===== config.mk =====
export PLATFORM = sky130hd
export DESIGN_NAME = regfile_ctx
export DESIGN_NICKNAME = d
export VERILOG_FILES = /design/src/rtl/cpu_pkg.sv /design/src/rtl/ctx_stack.sv /design/src/rtl/regfile_ctx.sv
export SDC_FILE = /design/constraint.sdc
export NUM_CORES = 1
export LEC_CHECK = 0
export BUFFER_PORTS_ARGS = -buffer_cell sky130_fd_sc_hd__buf_2
export CAP_MARGIN = 20
export CORE_AREA = 2 2 129 131
export DETAILED_ROUTE_END_ITERATION = 7
export DIE_AREA = 0 0 131 133
export PLACE_DENSITY = 0.75
export SYNTH_ARGS = -nofsm -noshare
export SYNTH_HDL_FRONTEND = slang
export SYNTH_SLANG_ARGS = --single-unit
export TNS_END_PERCENT = 10

===== constraint.sdc =====
create_clock -name clk -period 2.2 [get_ports clk]
set_input_delay 0.44 -clock clk [delete_from_list [all_inputs] [get_ports clk]]
set_output_delay 0.44 -clock clk [all_outputs]
set_load 0.05 [all_outputs]

===== src/rtl/cpu_pkg.sv =====
// Shared definitions for the 8-bit CPU datapath: default widths and the
// context-copy FSM state encoding.
package cpu_pkg;

    localparam int DATA_W_DEF = 8;
    localparam int NREG_DEF   = 4;
    localparam int DEPTH_DEF  = 4;

    typedef enum logic [1:0] {
        ST_IDLE = 2'd0,
        ST_SAVE = 2'd1,
        ST_REST = 2'd2
    } ctx_state_e;

endpackage


===== src/rtl/ctx_stack.sv =====
// Context stack storage: one register bank per slot, addressed {slot, idx},
// synchronous write and asynchronous read on a single shared address.
module ctx_stack #(
    parameter int  DATA_W = 8,
    parameter int  NREG   = 4,
    parameter int  DEPTH  = 4,
    localparam int AW     = $clog2(NREG),
    localparam int SLW    = (DEPTH > 1) ? $clog2(DEPTH) : 1
) (
    input  logic              clk,
    input  logic              we_i,
    input  logic [SLW-1:0]    slot_i,
    input  logic [AW-1:0]     idx_i,
    input  logic [DATA_W-1:0] wdata_i,
    output logic [DATA_W-1:0] rdata_o
);

    localparam int ADW = SLW + AW;

    logic [DATA_W-1:0] mem_q [2**ADW];
    logic [ADW-1:0]    addr;

    assign addr = {slot_i, idx_i};

    always_ff @(posedge clk) begin
        if (we_i) begin
            mem_q[addr] <= wdata_i;
        end
    end

    assign rdata_o = mem_q[addr];

endmodule


===== src/rtl/regfile_ctx.sv =====
// General-purpose register file with two bypassed read ports, lock/hold,
// and a serial-copy FSM that saves/restores the whole bank to a context stack.
module regfile_ctx
    import cpu_pkg::*;
#(
    parameter int  DATA_W = DATA_W_DEF,
    parameter int  NREG   = NREG_DEF,
    parameter int  DEPTH  = DEPTH_DEF,
    localparam int AW     = $clog2(NREG),
    localparam int SPW    = $clog2(DEPTH + 1)
) (
    input  logic                   clk,
    input  logic                   rst,
    input  logic                   lock,
    input  logic [AW-1:0]          aa,
    input  logic [AW-1:0]          ab,
    output logic [DATA_W-1:0]      ra,
    output logic [DATA_W-1:0]      rb,
    input  logic                   wr,
    input  logic [AW-1:0]          ad,
    input  logic [DATA_W-1:0]      rd,
    input  logic                   save_req,
    input  logic                   rest_req,
    output logic                   busy,
    output logic                   done,
    output logic                   ctx_ovf,
    output logic                   ctx_unf,
    output logic [SPW-1:0]         sp,
    output logic [NREG*DATA_W-1:0] regs_flat
);

    localparam int             SLW      = (DEPTH > 1) ? $clog2(DEPTH) : 1;
    localparam logic [SPW-1:0] SP_FULL  = SPW'(DEPTH);
    localparam logic [AW-1:0]  IDX_LAST = AW'(NREG - 1);

    ctx_state_e state_q, state_d;
    logic [AW-1:0]  idx_q, idx_d;
    logic [SPW-1:0] sp_q, sp_d, sp_m1;
    logic [SLW-1:0] slot_sel;
    logic done_q, done_d, ovf_q, ovf_d, unf_q, unf_d;
    logic stk_we, busy_w;

    logic [NREG-1:0][DATA_W-1:0] regs_w;
    logic [DATA_W-1:0] ra_hold_q, rb_hold_q, ra_live, rb_live, stk_rdata;

    assign busy_w = (state_q != ST_IDLE);
    assign sp_m1  = sp_q - SPW'(1);
    // Saves fill slot sp; restores drain slot sp-1.
    assign slot_sel = (state_q == ST_REST) ? SLW'(sp_m1) : SLW'(sp_q);

    ctx_stack #(
        .DATA_W(DATA_W),
        .NREG  (NREG),
        .DEPTH (DEPTH)
    ) u_stack (
        .clk    (clk),
        .we_i   (stk_we),
        .slot_i (slot_sel),
        .idx_i  (idx_q),
        .wdata_i(regs_w[idx_q]),
        .rdata_o(stk_rdata)
    );

    always_comb begin
        state_d = state_q;
        idx_d   = idx_q;
        sp_d    = sp_q;
        done_d  = 1'b0;
        ovf_d   = 1'b0;
        unf_d   = 1'b0;
        stk_we  = 1'b0;
        if (!lock) begin
            case (state_q)
                ST_IDLE: begin
                    if (save_req) begin
                        if (sp_q == SP_FULL) begin
                            ovf_d = 1'b1;
                        end else begin
                            state_d = ST_SAVE;
                            idx_d   = '0;
                        end
                    end else if (rest_req) begin
                        if (sp_q == '0) begin
                            unf_d = 1'b1;
                        end else begin
                            state_d = ST_REST;
                            idx_d   = '0;
                        end
                    end
                end
                ST_SAVE: begin
                    stk_we = 1'b1;
                    idx_d  = idx_q + AW'(1);
                    if (idx_q == IDX_LAST) begin
                        sp_d    = sp_q + SPW'(1);
                        state_d = ST_IDLE;
                        done_d  = 1'b1;
                    end
                end
                ST_REST: begin
                    idx_d = idx_q + AW'(1);
                    if (idx_q == IDX_LAST) begin
                        sp_d    = sp_m1;
                        state_d = ST_IDLE;
                        done_d  = 1'b1;
                    end
                end
                default: state_d = ST_IDLE;
            endcase
        end
    end

    // Each register picks its write source: port write in IDLE, stack copy in REST.
    for (genvar gi = 0; gi < NREG; gi++) begin : g_reg
        logic              wen;
        logic [DATA_W-1:0] wval;
        logic [DATA_W-1:0] val_q;

        always_comb begin
            wen  = 1'b0;
            wval = rd;
            if (!lock) begin
                if (state_q == ST_IDLE && wr && ad == AW'(gi)) begin
                    wen  = 1'b1;
                    wval = rd;
                end else if (state_q == ST_REST && idx_q == AW'(gi)) begin
                    wen  = 1'b1;
                    wval = stk_rdata;
                end
            end
        end

        always_ff @(posedge clk) begin
            if (rst) begin
                val_q <= '0;
            end else if (wen) begin
                val_q <= wval;
            end
        end

        assign regs_w[gi] = val_q;
    end

    assign ra_live = (wr && ad == aa && !busy_w) ? rd : regs_w[aa];
    assign rb_live = (wr && ad == ab && !busy_w) ? rd : regs_w[ab];

    always_ff @(posedge clk) begin
        if (rst) begin
            state_q   <= ST_IDLE;
            idx_q     <= '0;
            sp_q      <= '0;
            done_q    <= 1'b0;
            ovf_q     <= 1'b0;
            unf_q     <= 1'b0;
            ra_hold_q <= '0;
            rb_hold_q <= '0;
        end else begin
            state_q <= state_d;
            idx_q   <= idx_d;
            sp_q    <= sp_d;
            done_q  <= done_d;
            ovf_q   <= ovf_d;
            unf_q   <= unf_d;
            if (!lock) begin
                ra_hold_q <= ra_live;
                rb_hold_q <= rb_live;
            end
        end
    end

    assign ra        = lock ? ra_hold_q : ra_live;
    assign rb        = lock ? rb_hold_q : rb_live;
    assign busy      = busy_w;
    assign done      = done_q;
    assign ctx_ovf   = ovf_q;
    assign ctx_unf   = unf_q;
    assign sp        = sp_q;
    assign regs_flat = regs_w;

endmodule

Word-level counts from Yosys, hierarchy flattened
Memories as Yosys holds them, arrays and structs flattened. Index checks and enable logic that the tools add are counted.

$add $sub $neg: 3. Multipliers: 0. Divide/modulo/power cells: 0. Order comparisons: 3. Equal/unequal tests: 17. Shift-type cells: 0. Muxes and demuxes: 56. Bitwise operators: 5. Reduce and logical (&&, ||, !) cells: 28.

Operator list (number): 2-to-1 mux 8 bit (19); binary-select mux 8 bit (select 2 bit) (3); 2-to-1 mux 2 bit (10); 2-to-1 mux 1 bit (19); logical AND 1 bit (13); == test 2 bit, second input constant (5); AND reduction 5 bit (2); < comparator 2 x 3 -> 1 bit, second input constant (3); inequality test 3 bit, second input constant (3); one-hot mux 2 bit (2 select lines) (2); == test 2 x 1 -> 1 bit, second input constant (3); logical NOT 2 bit (3); 2-to-1 mux 3 bit (2); one-hot mux 3 bit (2 select lines) (1); nonzero test 2 bit (3); inverter 1 bit (5); OR reduction 5 bit (1); == test 2 bit (2); inequality test 2 x 1 -> 1 bit, second input constant (2); AND reduction 4 bit (1); OR reduction 4 bit (1); adder 3 x 1 -> 3 bit, second input constant (1); == test 3 bit, second input constant (1); logical NOT 3 bit (1); 6 further kinds (6).

Register bits after elaboration: 58. Latch bits: 0. RAM bits: 128. Bits in read-only memories: 0. Input port bits: 20. Output and inout bits: 55. Word-level logic and storage cells: 125. Memories: 1.

Memory list: u_stack.mem_q (words 16, width 8, read ports 1, clocked after Yosys merged registers in 0, write ports 1, RTL line ctx_stack.sv:20) `logic [DATA_W-1:0] mem_q [2**ADW];`.

Longest topological paths before layout
Gate-level depths: netlist of run 1. An unclocked memory read counts as a cell.

Depth after elaboration: 6. Mapped depth: 10. Depth with buffers taken out: 8.

Modules after synthesis
From an unflattened synthesis of run 1, not the netlist that was laid out.

Cell total of the unflattened synthesis: 616. Area, all modules: 8579.5 um^2.

Modules (own cells, without submodules): ctx_stack (instances 1, cells an instance 222, area an instance 4907.2 um^2, seq. area each 3843.7 um^2); regfile_ctx (instances 1, cells an instance 394, area an instance 3672.3 um^2, seq. area each 1161.1 um^2).

Worst setup path after synthesis of run 1
Ideal clock, no wire load.

Path kind: register to register. Start point: reg sp_q[0], in the netlist sp[0]. End point: mem u_stack.mem_q[10][0], enable pin. Setup time: 0.370 ns. Data arrival time: 2.393 ns. Required time: 1.830 ns. Path slack: -0.563 ns. Stages on the path, launching flop included: 8. Buffers on the path: 2. Clock period less this slack: 2.763 ns. Path through: dfxtp_1 -> inv_1 -> ha_1 -> nor2b_1 -> clkbuf_1 -> buf_1 -> o21ai_1 -> nor2_1.

Cells in the longest elaborated chain, start to end: 2.

RTL lines: start, declared (RTL line regfile_ctx.sv:38) `logic [SPW-1:0] sp_q, sp_d, sp_m1;`; start signal, assigned (RTL line regfile_ctx.sv:160) `sp_q <= sp_d;`; subtractor 3 x 1 -> 3 bit (RTL line regfile_ctx.sv:47) `assign sp_m1 = sp_q - SPW'(1);`; 2-to-1 mux 2 bit (*) (RTL line regfile_ctx.sv:49) `assign slot_sel = (state_q == ST_REST) ? SLW'(sp_m1) : SLW'(sp_q);`; end, declared (RTL line ctx_stack.sv:20).

Mark *: on every way between the ends. The rest lies on a longest branch, timed or not.

Final worst setup path of run 1
Start point: reg state_q[1]. End point: out ra[6].

Cells in the longest elaborated chain, start to end: 5.

RTL lines: start, declared (RTL line regfile_ctx.sv:36) `ctx_state_e state_q, state_d;`; start signal, assigned (RTL line regfile_ctx.sv:158) `state_q <= state_d;`; nonzero test 2 bit (RTL line regfile_ctx.sv:46) `assign busy_w = (state_q != ST_IDLE);`; logical NOT 1 bit (RTL line regfile_ctx.sv:144) `assign ra_live = (wr && ad == aa && !busy_w) ? rd : regs_w[aa];`; logical AND 1 bit (RTL line regfile_ctx.sv:144); 2-to-1 mux 8 bit (RTL line regfile_ctx.sv:144); 2-to-1 mux 8 bit; end, declared (RTL line regfile_ctx.sv:17) `output logic [DATA_W-1:0] ra,`.

No other way between the ends.

==> metrics.md, run 1 <==
| Metric | Value |
|---|---|
| Avg Inst Size Synth | 14.54 µm² |
| Starting Density | 0.5195 |
| DP HPWL | 14470 µm |
| Top cells by area, synth | edfxtp_1 (46%), mux4_2 (14%), dfxtp_1 (14%) |
| Die ar. | 17420 µm² |
| WP data required | 1760 ps |
| Cell Area, Placed | 9704 µm² |
| First-pass GRT wire length | 32570 µm |
| Num CTS Buffers | 17 |
| Fin nets | 718 |
| Core box area | 16170 µm² |
| Synthesis Warnings | 0 |
| Vias in the first global route | 5670 |
| P per Cell Area | 790.3 nW/µm² |
| Area share of the largest cell type after synthesis | 0.4575 |
| Number of synthesized flops with an enable pin | 128 |
| Count leader, synth | edfxtp_1 |
| Crit path DAT | 1950 ps |
| Outcome | finished with violations |
| Antenna diodes | 0 |
| Levels on crit path | 8 |
| Max Cap Violations | 0 |
| Cell variety after synth | 40 |
| Post-layout worst setup margin | -194.9 ps |
| Cells on worst reg2reg path | 7 |
| P&R area growth vs syn | 26.46% |
| HP Class | in -> reg |
| Final Hold Viols | 0 |
| Vias after detailed routing | 5747 |
| Leakage power | 0.003625 µW |
| Setup violations, final | 16 |
| Die height | 133 µm |
| Post-synth top area cell | edfxtp_1 |
| Ys async rst share | 0 |
| Fin. max-slew vios | 0 |
| Pre-CTS setup slack | -136.2 ps |
| Critical path, cell by cell | inv_4 > ha_4 > nand2_4 > nor3_4 > buf_12 > mux2i_4 > a21oi_4 > buf_8 |
| Slowest stage cell, crit path | dfxtp_4 |
| Layout cells sized above 1 | 0.4083 |
| Routed vias/inst | 6.260 |
| H-Tree Depth | 4 |
| Max incr delay on CP | 360 ps |
| Max_slew headroom | 0.4775 |
| Synthesized area | 8402 µm² |
| CTS tree | done |
| Post-route cell area | 10630 µm² |
| Clk_lat worst skew | 440 ps |
| Port Buffers | 74 |
| Post-Synthesis Cells | 578 |
| Initial antenna violation count | 0 |
| Final period utilization | 1.089 |
| Largest net degree at the start of global routing | 33 |
| Violated checks | setup timing |
| Routed Antenna Nets | 0 |
| Hold Buf Count CTS | 0 |
| Buf/Inv on CP | 3 |
| Final min period | 2395 ps |
| Max Clk Rate | 417.6 MHz |
| GRT overflow | 0 |
| Row Count | 47 |
| I/O pin count | 75 |
| Post-synth top flop | edfxtp_1 |
| Residual DRC | 0 |
| Synthesized flop and latch total | 186 |
| Routability cong. | 0.8946 |
| Die width | 131 µm |
| Total chip power | 8397 µW |
| Worst Tran Pin Value | 780.9 ps |
| Syn nets | 611 |
| CP max FO | 8 |
| Peak supply drop | 659.7 µV |
| # clock sinks | 186 |
| Final clock skew | 9.038 ps |
| Worst-path clk slew | 80 ps |
| DRT Pass-1 Iters | 5 |
| Final wirelength | 21310 µm |
| RSZ-0062 raised after global routing | yes |
| Most frequent cells after synthesis | edfxtp_1 (128), nor2_1 (72), dfxtp_1 (58), mux4_2 (54), a221o_1 (32) |
| Hold path cells | 2 |
| Number of DRC markers in iteration 0 | 446 |
| Startpoint Class | register |
| Register area share after synthesis | 0.5957 |
| Crit-path leading delay family | buffers and inverters |
| Root Driver | clkbuf_16 |
| Drt wl/cell | 23.21 µm |
| CP Capture Type | output port |
| Crit path kind | reg -> out |
| Longest Clk Path Bufs | 2 |
| Overall routing resource usage | 0.2553 |
==> metrics by stage <==
stage	setup TNS [ps]	instances	hold WS, ps	util
after global placement	-621.4	878	485.0	0.6001
after global routing	-4427	918	242.4	0.6570
after CTS	-3259	914	235.8	0.6515
final	-2622	918	256.8	0.6570
after detailed placement	-1090	878	503.5	0.6001
after floorplan	-350.4	578	468.8	-
==> kinds of logic after synthesis <==
| family | Yosys count | share of synthesized area |
|---|---|---|
| AND/OR/NAND/NOR | 148 | 0.08578 |
| adder cells (fa/ha/maj) | 13 | 0.01936 |
| buffers and inverters | 55 | 0.03053 |
| multiplexers | 77 | 0.1762 |
| XOR/XNOR | 6 | 0.006255 |
| flip-flops | 186 | 0.5957 |
| AO/OA/AOI/OAI | 93 | 0.08623 |
==> report_power, final <==
group / total (µW) / internal, µW / switching (µW)
combinational: 1450 / 551 / 900
sequential: 3850 / 3790 / 54.2
clock: 3100 / 1630 / 1470
total: 8400 / 5980 / 2420
==> placed cells by master (no fill, tap or decap), drive strengths merged <==
cell type	n
dfxtp	58
nand2b	2
nor4b	1
a211o	1
buf	131
and3	5
a221o	32
clkbuf	17
ha	13
o21ai	3
xnor2	1
bufinv	1
nor3	3
and4	1
nor2b	5
a21oi	20
mux4	56
xor2	5
edfxtp	128
nor2	72
o211ai	17
clkinv	4
or3	1
nand4bb	1
mux2i	20
a211oi	18
o2bb2ai	1
mux2	1
inv	20
a221oi	1
nand3	6
nand4b	2
and2	1
nand4	25
clkinvlp	2
nand2	23
==> per-layer routing <==
| metal | vias up | track usage | routed length [µm] |
|---|---|---|---|
| met3 | 50 | 0.06066 | 1601 |
| met2 | 303 | 0.4128 | 10460 |
| met4 | 0 | 0.09456 | 618 |
| li1 | 2524 | - | - |
| met5 | - | 0 | 0 |
| met1 | 2870 | 0.3368 | 8633 |
==> what timing repair did <==
item / CTS / global route
setup endpoints to repair: 19 / 176
pin swaps: 2 / 6
resized for setup: 49 / 14
buffers inserted: 4 / 5
==> worst reg2reg max path, cell delays in order, from the launching register on <==
cell and delay, ps:
dfxtp_4 360, inv_1 110, ha_1 360, nand2b_1 210, buf_12 170, nand4_1 100, nand4_1 250, a221o_1 440
==> final cells by class <==
| cell class | count | area [µm²] |
|---|---|---|
| Fill cell | 1080 | 5547 |
| Tap cell | 220 | 275.3 |
| Multi-Input combinational cell | 337 | 3637 |
| Sequential cell | 186 | 5022 |
| Clock buffer | 17 | 425.4 |
| Timing Repair Buffer | 131 | 1039 |
| Inverter | 12 | 47.55 |
| Clock inverter | 15 | 178.9 |
==> registers in the layout, indices dropped and copies added (netlist names) <==
signal	count
ctx_ovf	1
ctx_unf	1
done	1
g.val_q	32
idx_q	2
ra_hold_q	8
rb_hold_q	8
sp	3
state_q	2
u_stack.mem_q	128
==> path summary, 6_finish.rpt <==
kind               from                end  slack [ps]
max          state_q[1]              ra[6]        -190
min            save_req            ctx_unf         260
max reg2reg       sp[0]  g_reg[0].val_q[6]         100
min reg2reg       sp[2]            ctx_ovf         510
Note: power is estimated with default switching activity, not from simulation.
==> run 2: changes to the inputs <==
- SKIP_LAST_GASP: unset -> 1
==> run 2 against run 1 <==
Net effect: the run still ends with setup timing left; setup slack got worse by 24 ps; cell count up 1.1%; fmax decreased by 1.0%; non-clock buffer count is 10 higher; first-iteration DRC count down 1.6%; combinational power hardly changed; clock skew down 0.58 ps; via count is 0.94% higher; critical path depth grew 1; wire length rose by 1.3%; largest power group unchanged.
==> metrics.md, run 2 (same netlist as run 1, synthesis figures left out) <==
| Metric | Value |
|---|---|
| Overall routing resource usage | 0.2540 (was 0.2553) |
| Largest net degree at the start of global routing | 33 (unchanged) |
| Uppermost layer routed | met4 (unchanged) |
| DP HPWL | 14470 µm (unchanged) |
| H-Tree Depth | 4 (unchanged) |
| Final std cells w/o fill | 928 (was 918) |
| Antenna diodes | 0 (unchanged) |
| Peak supply drop | 657.9 µV (was 659.7 µV) |
| Num CTS Buffers | 17 (unchanged) |
| CP Capture Type | output port (unchanged) |
| Vias after detailed routing | 5801 (was 5747) |
| Met1 wire length | 8775 µm (was 8633 µm) |
| Row Count | 47 (unchanged) |
| Register area | 5022 µm² (unchanged) |
| Residual DRC | 0 (unchanged) |
| Most frequent cells in the layout | edfxtp_1 (128), buf_2 (58), nor2_1 (56) (unchanged) |
| Worst Tran Pin Value | 772.0 ps (was 780.9 ps) |
| HP Class | in -> reg (unchanged) |
| Switch Pwr | 2428 µW (was 2421 µW) |
| WP data required | 1760 ps (about the same) |
| Routed vias/inst | 6.251 (was 6.260) |
| Max Cap Violations | 0 (unchanged) |
| Top flop regs | u_stack.mem_q (128), g.val_q (32) (unchanged) |
| Pre-CTS setup slack | -136.2 ps (unchanged) |
| Setup violations, final | 16 (unchanged) |
| Root Driver | clkbuf_16 (unchanged) |
| Core box area | 16170 µm² (unchanged) |
| Final wirelength | 21580 µm (was 21310 µm) |
| Placed cell count | 878 (unchanged) |
| Cell Area, Placed | 9704 µm² (unchanged) |
| Switching fraction of total power | 0.2882 (was 0.2883) |
| DRT Pass-1 Iters | 5 (unchanged) |
| Fillers | 1073 (was 1080) |
| CP max FO | 8 (unchanged) |
| Final Hold Viols | 0 (unchanged) |
| Combinational share of power | 0.176 (was 0.173) |
| First-pass GRT wire length | 32400 µm (was 32570 µm) |
| Final min period | 2419 ps (was 2395 ps) |
| Startpoint Class | register (unchanged) |
| Leakage power | 0.003676 µW (was 0.003625 µW) |
| Routed Antenna Nets | 0 (unchanged) |
| Max_slew headroom | 0.4835 (was 0.4775) |
| CTS tree | done (unchanged) |
| Die height | 133 µm (unchanged) |
| Cells on worst reg2reg path | 5 (was 7) |
| Fin. max-slew vios | 0 (unchanged) |
| Hold WS | 252.8 ps (was 256.8 ps) |
| Die width | 131 µm (unchanged) |
| Longest Clk Path Bufs | 2 (unchanged) |
| Internal power | 5996 µW (was 5976 µW) |
| Met2 WL | 10730 µm (was 10460 µm) |
| Drt wl/cell | 23.26 µm (was 23.21 µm) |
| Largest Register | u_stack.mem_q (unchanged) |
| Most common cell after layout, fill and taps aside | edfxtp_1 (unchanged) |
| Hold path cells | 2 (unchanged) |
| Layout cells sized above 1 | 0.4181 (was 0.4083) |
| Outcome | finished with violations (unchanged) |
| Port Buffers | 74 (unchanged) |
| Final clock skew | 8.455 ps (was 9.038 ps) |
| Final period utilization | 1.100 (was 1.089) |
| RSZ-0062 raised after global routing | yes (unchanged) |
| Fin nets | 728 (was 718) |
| P per Cell Area | 786.3 nW/µm² (was 790.3 nW/µm²) |
| Number of DRC markers in iteration 0 | 439 (was 446) |
| Vias in the first global route | 5654 (was 5670) |
| Violated checks | setup timing (unchanged) |
| Starting Density | 0.5195 (unchanged) |
| Power share of the sequential group | 0.457 (was 0.458) |
| Multi-input logic area | 3650 µm² (was 3637 µm²) |
| GRT overflow | 0 (unchanged) |
| Initial antenna violation count | 0 (unchanged) |
| Routability cong. | 0.8946 (unchanged) |
| Max Clk Rate | 413.3 MHz (was 417.6 MHz) |
| Met3 WL | 1542 µm (was 1601 µm) |
| I/O pin count | 75 (unchanged) |
| Total chip power | 8424 µW (was 8397 µW) |
| Die ar. | 17420 µm² (unchanged) |
| Worst-path clk slew | 80 ps (about the same) |
| Crit path DAT | 1980 ps (was 1950 ps) |
| Max reg flops | 128 (unchanged) |
| Clock network fraction of total power | 0.368 (was 0.369) |
| Post-layout worst setup margin | -219.3 ps (was -194.9 ps) |
| P&R area growth vs syn | 27.52% (was 26.46%) |
| Crit path kind | reg -> out (unchanged) |
| Post-route cell area | 10710 µm² (was 10630 µm²) |
| Clk_lat worst skew | 440 ps (about the same) |
| # clock sinks | 186 (unchanged) |
run 2: cell types whose count changed in the layout (fill, tap and decap cells not counted):
cell    previous run  this run
buf_8              3         0
buf_12            10        11
buf_4             46        55
buf_6             14        17
ha_4               4         5
ha_1               9         8
run 2: per-layer routing:
layer  up-vias  GRT usage
li1       2542          -
met1      2944     0.3362
met2       276     0.4093
met3        39    0.06066
met4         0    0.09456
met5         -          0
run 2: critical path, cell delays in order, from the launching register on:
cell     delay (ps)
dfxtp_4         360
inv_4            60
ha_4            140
nand2_4          60
nor3_4          200
buf_12          160
mux2i_2         200
buf_4           150
a21oi_4          50
buf_6           160
run 2: through the flow:
step / setup TNS (ps) / util
3_5_place_dp: -1090 / 0.6001
4_1_cts: -3634 / 0.6494
3_3_place_gp: -621.4 / 0.6001
2_1_floorplan: -350.4 / -
5_1_grt: -4664 / 0.6625
6_report: -3040 / 0.6625
run 2: final timing paths:
path / startpoint / to / slack, ps
setup / recovery: state_q[1] / rb[5] / -220
hold / removal: save_req / ctx_unf / 250
hold reg to reg: sp[2] / ctx_ovf / 510
setup reg to reg: idx_q[0] / g_reg[1].val_q[4] / 100
run 2: area by class of cell:
type / count / share of cell area
clock buffers: 17 / 0.03971
repair buffers: 141 / 0.1041
inverters: 12 / 0.004438
clock inverters: 15 / 0.01670
flip-flops and latches: 186 / 0.4688
multi-input cells: 337 / 0.3407
well taps: 220 / 0.02569
run 2: what timing repair did:
item | 4_1_cts | 5_1_grt
setup endpoints to repair | 19 | 176
pin swaps | 1 | 8
hold buffers | 0 | 0
gates resized for setup | 40 | 21
buffers inserted | 4 | 15
run 2: power groups by stage:
| stage | logic, µW | clock network, µW | registers (µW) |
|---|---|---|---|
| final | 1480 | 3100 | 3850 |
| after global routing | 1570 | 3260 | 3850 |
| after CTS | 1390 | 3130 | 3850 |
| after detailed placement | 1320 | 0 | 3930 |
| after global placement | 1280 | 0 | 3920 |
| after floorplan | 858 | 0 | 3990 |
